$ cat src/rtl/sim_uart_rx_fifo.sv
// sim_uart_rx_fifo: oversampling UART receiver with a show-ahead receive FIFO.
//
// Frame format is set at elaboration: p_data_bits (5..8, LSB first), p_parity
// (0 none, 1 even, 2 odd), p_stop_bits (1 or 2). Every bit is sampled three times
// around its centre at oversample tick rate p_os and decided by majority vote.
// Received frames, with framing/parity/break flags, go into a p_fifo_depth FIFO.
//
// Ports:
//   clk_in    clock, all logic on posedge
//   rst       asynchronous active-high reset
//   scaler    tick divider, one oversample tick every scaler+1 clocks
//   rx        asynchronous serial input, idle high
//   rd_valid  FIFO non-empty, head entry presented on rd_*
//   rd_ready  pops the head when rd_valid is also high
//   rd_data   head data, zero-extended above p_data_bits
//   rd_fe     head framing error (a stop bit sampled 0)
//   rd_pe     head parity error
//   rd_brk    head break (data 0, parity bit 0, stop 0)
//   ovr       sticky overrun flag, ovr_clr clears it (a new overrun wins)
//   count     FIFO occupancy
//   busy      frame reception in progress
module sim_uart_rx_fifo #(
  parameter int unsigned p_data_bits  = 8,
  parameter int unsigned p_parity     = 0,
  parameter int unsigned p_stop_bits  = 1,
  parameter int unsigned p_os         = 16,
  parameter int unsigned p_fifo_depth = 16
) (
  input  logic                            clk_in,
  input  logic                            rst,
  input  logic [31:0]                     scaler,
  input  logic                            rx,
  output logic                            rd_valid,
  input  logic                            rd_ready,
  output logic [7:0]                      rd_data,
  output logic                            rd_fe,
  output logic                            rd_pe,
  output logic                            rd_brk,
  output logic                            ovr,
  input  logic                            ovr_clr,
  output logic [$clog2(p_fifo_depth):0]   count,
  output logic                            busy
);

  localparam int unsigned AW = $clog2(p_fifo_depth);
  localparam int unsigned TW = $clog2(p_os);

  localparam logic [TW-1:0] SampA    = TW'(p_os / 2 - 1);
  localparam logic [TW-1:0] SampB    = TW'(p_os / 2);
  localparam logic [TW-1:0] SampC    = TW'(p_os / 2 + 1);
  localparam logic [TW-1:0] LastTick = TW'(p_os - 1);
  localparam logic [2:0]    LastData = 3'(p_data_bits - 1);
  localparam logic [2:0]    LastStop = 3'(p_stop_bits - 1);

  typedef enum logic [2:0] {
    StIdle,
    StStart,
    StData,
    StParity,
    StStop,
    StWaitHigh
  } state_e;

  // ---------------------------------------------------------------------------
  // Oversample tick divider. The limit is captured at reload so a scaler change
  // never truncates or stretches the period already running.
  // ---------------------------------------------------------------------------
  logic [31:0] div_q, div_lim_q;
  logic        tick;

  assign tick = (div_q == div_lim_q);

  always_ff @(posedge clk_in or posedge rst) begin
    if (rst) begin
      div_q     <= '0;
      div_lim_q <= '0;
    end else if (tick) begin
      div_q     <= '0;
      div_lim_q <= scaler;
    end else begin
      div_q <= div_q + 32'd1;
    end
  end

  // ---------------------------------------------------------------------------
  // rx synchronizer, preset to the idle level
  // ---------------------------------------------------------------------------
  logic rx_meta_q, rx_sync_q;

  always_ff @(posedge clk_in or posedge rst) begin
    if (rst) begin
      rx_meta_q <= 1'b1;
      rx_sync_q <= 1'b1;
    end else begin
      rx_meta_q <= rx;
      rx_sync_q <= rx_meta_q;
    end
  end

  // ---------------------------------------------------------------------------
  // Receive FSM
  // ---------------------------------------------------------------------------
  state_e        state_q, state_d;
  logic [TW-1:0] tcnt_q, tcnt_d;
  logic [2:0]    bit_q, bit_d;
  logic [7:0]    data_q, data_d;
  logic          s0_q, s0_d, s1_q, s1_d;
  logic          par_q, par_d, pe_q, pe_d, fe_q, fe_d;

  logic          maj, decide, bit_end, fe_now, par_exp;
  logic          push, push_brk;

  // Third sample is taken live at the decision tick.
  assign maj     = (s0_q & s1_q) | (s0_q & rx_sync_q) | (s1_q & rx_sync_q);
  assign decide  = (tcnt_q == SampC);
  assign bit_end = (tcnt_q == LastTick);
  assign fe_now  = fe_q | ~maj;
  assign par_exp = (p_parity == 2) ? ~(^data_q) : (^data_q);
  assign push_brk = fe_now & (data_q == 8'd0) & ~par_q;

  always_ff @(posedge clk_in or posedge rst) begin
    if (rst) begin
      state_q <= StIdle;
      tcnt_q  <= '0;
      bit_q   <= '0;
      data_q  <= '0;
      s0_q    <= 1'b1;
      s1_q    <= 1'b1;
      par_q   <= 1'b0;
      pe_q    <= 1'b0;
      fe_q    <= 1'b0;
    end else begin
      state_q <= state_d;
      tcnt_q  <= tcnt_d;
      bit_q   <= bit_d;
      data_q  <= data_d;
      s0_q    <= s0_d;
      s1_q    <= s1_d;
      par_q   <= par_d;
      pe_q    <= pe_d;
      fe_q    <= fe_d;
    end
  end

  always_comb begin
    state_d = state_q;
    tcnt_d  = tcnt_q;
    bit_d   = bit_q;
    data_d  = data_q;
    s0_d    = s0_q;
    s1_d    = s1_q;
    par_d   = par_q;
    pe_d    = pe_q;
    fe_d    = fe_q;
    push    = 1'b0;

    if (tick) begin
      if (state_q != StIdle && state_q != StWaitHigh) begin
        tcnt_d = bit_end ? '0 : tcnt_q + 1'b1;
        if (tcnt_q == SampA) s0_d = rx_sync_q;
        if (tcnt_q == SampB) s1_d = rx_sync_q;
      end

      case (state_q)
        StIdle: begin
          if (!rx_sync_q) begin
            state_d = StStart;
            tcnt_d  = '0;
            data_d  = '0;
            par_d   = 1'b0;
            pe_d    = 1'b0;
            fe_d    = 1'b0;
          end
        end
        StStart: begin
          if (decide && maj) begin
            state_d = StIdle;  // false start
          end else if (bit_end) begin
            state_d = StData;
            bit_d   = '0;
          end
        end
        StData: begin
          if (decide) data_d[bit_q] = maj;
          if (bit_end) begin
            if (bit_q == LastData) begin
              state_d = (p_parity != 0) ? StParity : StStop;
              bit_d   = '0;
            end else begin
              bit_d = bit_q + 3'd1;
            end
          end
        end
        StParity: begin
          if (decide) begin
            par_d = maj;
            pe_d  = (maj != par_exp);
          end
          if (bit_end) state_d = StStop;
        end
        StStop: begin
          if (decide) begin
            fe_d = fe_now;
            // Leaving mid-bit lets the next start edge be caught on time.
            if (bit_q == LastStop) begin
              push    = 1'b1;
              state_d = fe_now ? StWaitHigh : StIdle;
            end
          end
          if (bit_end) bit_d = bit_q + 3'd1;
        end
        StWaitHigh: begin
          if (rx_sync_q) state_d = StIdle;
        end
        default: state_d = StIdle;
      endcase
    end
  end

  assign busy = (state_q != StIdle);

  // ---------------------------------------------------------------------------
  // Show-ahead FIFO, pointers carry an extra wrap bit
  // ---------------------------------------------------------------------------
  logic [10:0] mem_q [p_fifo_depth];
  logic [AW:0] wptr_q, rptr_q;
  logic        empty, full, pop, wr_en, ovr_q;
  logic [10:0] head;

  assign empty = (wptr_q == rptr_q);
  assign full  = (wptr_q[AW] != rptr_q[AW]) && (wptr_q[AW-1:0] == rptr_q[AW-1:0]);
  assign pop   = ~empty & rd_ready;
  assign wr_en = push & (~full | pop);

  always_ff @(posedge clk_in) begin
    if (wr_en) mem_q[wptr_q[AW-1:0]] <= {push_brk, pe_q, fe_now, data_q};
  end

  always_ff @(posedge clk_in or posedge rst) begin
    if (rst) begin
      wptr_q <= '0;
      rptr_q <= '0;
      ovr_q  <= 1'b0;
    end else begin
      if (wr_en) wptr_q <= wptr_q + 1'b1;
      if (pop)   rptr_q <= rptr_q + 1'b1;
      if (push && full && !pop) ovr_q <= 1'b1;
      else if (ovr_clr)         ovr_q <= 1'b0;
    end
  end

  // Storage is not reset, so the head is gated to keep rd_* at 0 when empty.
  assign head     = mem_q[rptr_q[AW-1:0]];
  assign rd_valid = ~empty;
  assign rd_data  = rd_valid ? head[7:0] : 8'd0;
  assign rd_fe    = rd_valid & head[8];
  assign rd_pe    = rd_valid & head[9];
  assign rd_brk   = rd_valid & head[10];
  assign ovr      = ovr_q;
  assign count    = wptr_q - rptr_q;

endmodule

$ cat config.mk
export PLATFORM = sky130hd
export DESIGN_NAME = sim_uart_rx_fifo
export DESIGN_NICKNAME = d
export VERILOG_FILES = /design/src/rtl/sim_uart_rx_fifo.sv
export SDC_FILE = /design/constraint.sdc
export NUM_CORES = 1
export LEC_CHECK = 0
export ABC_CLOCK_PERIOD_IN_PS = 5500
export CAP_MARGIN = 20
export CORE_ASPECT_RATIO = 0.8
export CORE_MARGIN = 1.5
export CORE_UTILIZATION = 25
export DETAILED_ROUTE_END_ITERATION = 12
export HOLD_SLACK_MARGIN = 0.03
export REMOVE_ABC_BUFFERS = 1
export SLEW_MARGIN = 40
export SYNTH_ARGS = -nofsm -noshare
export SYNTH_HDL_FRONTEND = slang
export SYNTH_SLANG_ARGS = --single-unit
$ cat constraint.sdc
create_clock -name clk_in -period 5.5 [get_ports clk_in]
set_input_delay 0.825 -clock clk_in [delete_from_list [all_inputs] [get_ports clk_in]]
set_output_delay 0.825 -clock clk_in [all_outputs]
set_load 0.01 [all_outputs]
==> results.toml <==
[status]
outcome = "finished clean"

[timing]
slew_violations = 0
fin_setup_tns_ns = 0
post-route-period-util_pct = 76.57
final-setup-viol-count = 0
clock_skew_ns = 0.01470
fmax_mhz = 237.5
hold_violations = 0
tightest_slew_ns = 0.8567
slew_headroom_pct = 42.89
fin_crit_ns = 4.211
rsz0062_at_grt = "false"

[power]
clkPwrFrac_pct = 37.8
leakagePower_nw = 5.395
combPwrFrac_pct = 11.7
p_switching_mw = 1.175
swShare_pct = 25.20
p_int_mw = 3.488
p_per_area_nw_per_um2 = 327.2
power_frac_seq_pct = 50.5
irDropWorstVdd_mv = 0.2107

[place]
dp_hpwl_um = 16640
io_buffers = 55
place_inst = 1459
gp_congestion = 0.7449

[final_layout]
post-route-util_pct = 29.57
area_delta_synth_final_pct = 17.00
fin_cells = 1508
num-fill-cells = 4775
antenna_cells = 0
fin_nets = 917
drive_above_1_share_pct = 17.86

[route]
dr.pass1.iters = 4
drc = 0
routed-via-count = 6728
detail_route.vias_per_cell = 4.462
ant_nets = 0
post_drt_wl_per_cell_um = 17.40
drt_iter0_markers = 439
drt_wl_total_um = 26240

[global_route]
grt_overflow = 0
grt_antenna_before_repair = 0
grt_first_pass_wirelength_um = 41260
grt_start_max_net_pins = 69
grtUsageTotal_pct = 10.52
grt_pass1_vias = 6759

[logic_synthesis]
synth_area_leader_cell = "edfxtp_1"
synth_seq_cells = 276
netlist_instances = 806
synth_adder_area_share_pct = 2.301
synth-xor-area-share_pct = 5.176
synth_mux_area_share_pct = 13.95
syn_area_per_cell_um2 = 15.12
yosysMostFrequentCell = "edfxtp_1"
async_flop_share_pct = 36.23
ys_warn_count = 0
netlist_area_um2 = 12180
synth_top_family_by_area = "multiplexers"
synthDistinctLibCells = 52
synth_edf_count = 176
ys_seq_area_share_pct = 63.96
synth.top_cells.by_area = "edfxtp_1 43%, dfrtp_1 20%, mux4_2 10%"
synth_common_cells = "176 x edfxtp_1, 96 x dfrtp_1, 55 x mux4_2"
synth-simple-area-share_pct = 8.884
synth.top_cell.area_share_pct = 43.38
synth_ff_type = "edfxtp_1"
synth_compound_area_share_pct = 3.225

[clock_tree]
cts_resized = 0
clk_transition_reported_paths_ns = 0.06
clock_path_buffers = 3
h-tree-depth = 1
cts_tree = "yes"
insertion_delay_ns = 0.56
cts_hold_buf = 0
numCtsBuffers = 26
root_buffer = "clkbuf_16"
cts_setup_buffers = 0
clock-sinks = 276

[setup_path]
required_ns = 4.68
cpPeakStageDelay_ns = 0.83
cp_max_fo = 27
endpoint_kind = "output pin"
crit_top_cell = "mux4_2"
slowest_stage = "dfrtp_2"
crit_type = "flip-flop to output pin"
path_cells = "buf_12, mux4_2, mux4_2, nor2b_1, clkdlybuf4s50_1"
worstSetupStartpointType = "flip-flop"
critPathArrivalTime_ns = 3.39

[floorplanning]
die_w_um = 249.8
rows = 72
die_area_um2 = 50070
core_area_um2 = 48200
initial_core_util_pct = 25.28
ios = 56
die_h_um = 200.4

[min_path]
min_path_type = "flip-flop to flip-flop"

[run]
maxCapViolCount = 0
-- kinds of logic after synthesis --
logic type | count (synthesis)
muxes | 96
xor gates and xnor gates | 72
AOI/OAI and AO/OA | 64
buffers and inverters | 72
DFF | 276
adders and majority gates | 22
and+or+nand+nor | 204
-- state kept, by name (all words and copies together) (netlist names) --
register,cells
div_q,32
state_q,3
bit_q,3
rptr_q,5
ovr,1
par_q,1
rx_sync_q,1
mem_q,176
tcnt_q,4
rx_meta_q,1
data_q,8
pe_q,1
div_lim_q,32
wptr_q,5
s0_q,1
fe_q,1
s1_q,1
-- metrics by stage --
| stage | power [mW] | cell area [um^2] | worst slack [ns] | hold slack (ns) |
|---|---|---|---|---|
| final | 4.663 | 14250 | 1.289 | 0.3607 |
| after floorplan | 2.724 | 12010 | 1.515 | 0.3452 |
| after detailed placement | 2.976 | 13410 | 1.756 | 0.3546 |
| after global routing | 4.867 | 14250 | 1.069 | 0.3656 |
| after CTS | 4.739 | 14230 | 1.178 | 0.3634 |
| after global placement | 2.964 | 13410 | 1.817 | 0.3503 |
-- power groups by stage --
stage	clock, mW	combinational, mW	sequential, mW
after global placement	0	0.562	2.40
after CTS	1.81	0.570	2.36
final	1.76	0.547	2.36
after floorplan	0	0.315	2.41
after global routing	1.89	0.602	2.37
after detailed placement	0	0.570	2.41
-- layout make-up --
type	count	area (um^2)	share of cell area (%)
Inverter	35	136.4	0.9568
Tap cell	629	787.0	5.521
Sequential cell	276	7796	54.70
Multi-Input combinational cell	458	4089	28.69
Clock buffer	28	658.1	4.617
Clock inverter	20	158.9	1.115
Timing Repair Buffer	62	628.1	4.407
-- worst paths after layout --
path / slack, ns / start / end / cells after the start
max: 1.29 / rptr_q[0] / rd_data[1] / 5
min: 0.36 / rx_meta_q / rx_sync_q / 0
min in group asynchronous: 0.72 / rst / div_lim_q[27] / 2
max reg2reg: 2.08 / div_q[21] / mem_q[6][4] / 6
max in group asynchronous: 3.78 / rst / div_lim_q[6] / 3
min reg2reg: 0.36 / rx_meta_q / rx_sync_q / 0
-- layer usage --
metal | share of wire [%] | GRT usage, % | up-vias
met3 | 5.3 | 2.217 | 31
li1 | - | - | 3112
met2 | 46 | 16.44 | 165
met4 | 1.2 | 1.568 | 0
met1 | 47 | 15.27 | 3420
met5 | 0 | 0 | -
-- critical path: cells and delay by family, from the launching register on --
kind,cells,cell delay (ns)
and+or+nand+nor,1,0.15
DFF,1,0.83
buffers and inverters,2,0.80
muxes,2,1.03
-- cells in the final DEF, fill, tap and decap left out, drive strengths merged, types with 9 or more instances in the layout --
cell	instances
clkbuf	28
mux2	40
edfxtp	176
clkdlybuf4s50	55
nor3	14
nor2	54
nand2	23
nor4	9
a21oi	21
dfrtp	96
xnor2	27
xor2	45
and3	24
or3	9
inv	35
o21ai	14
ha	20
clkinv	18
nand4	17
nand3	21
nor2b	20
mux4	55
(Power assumes the default switching activity.)
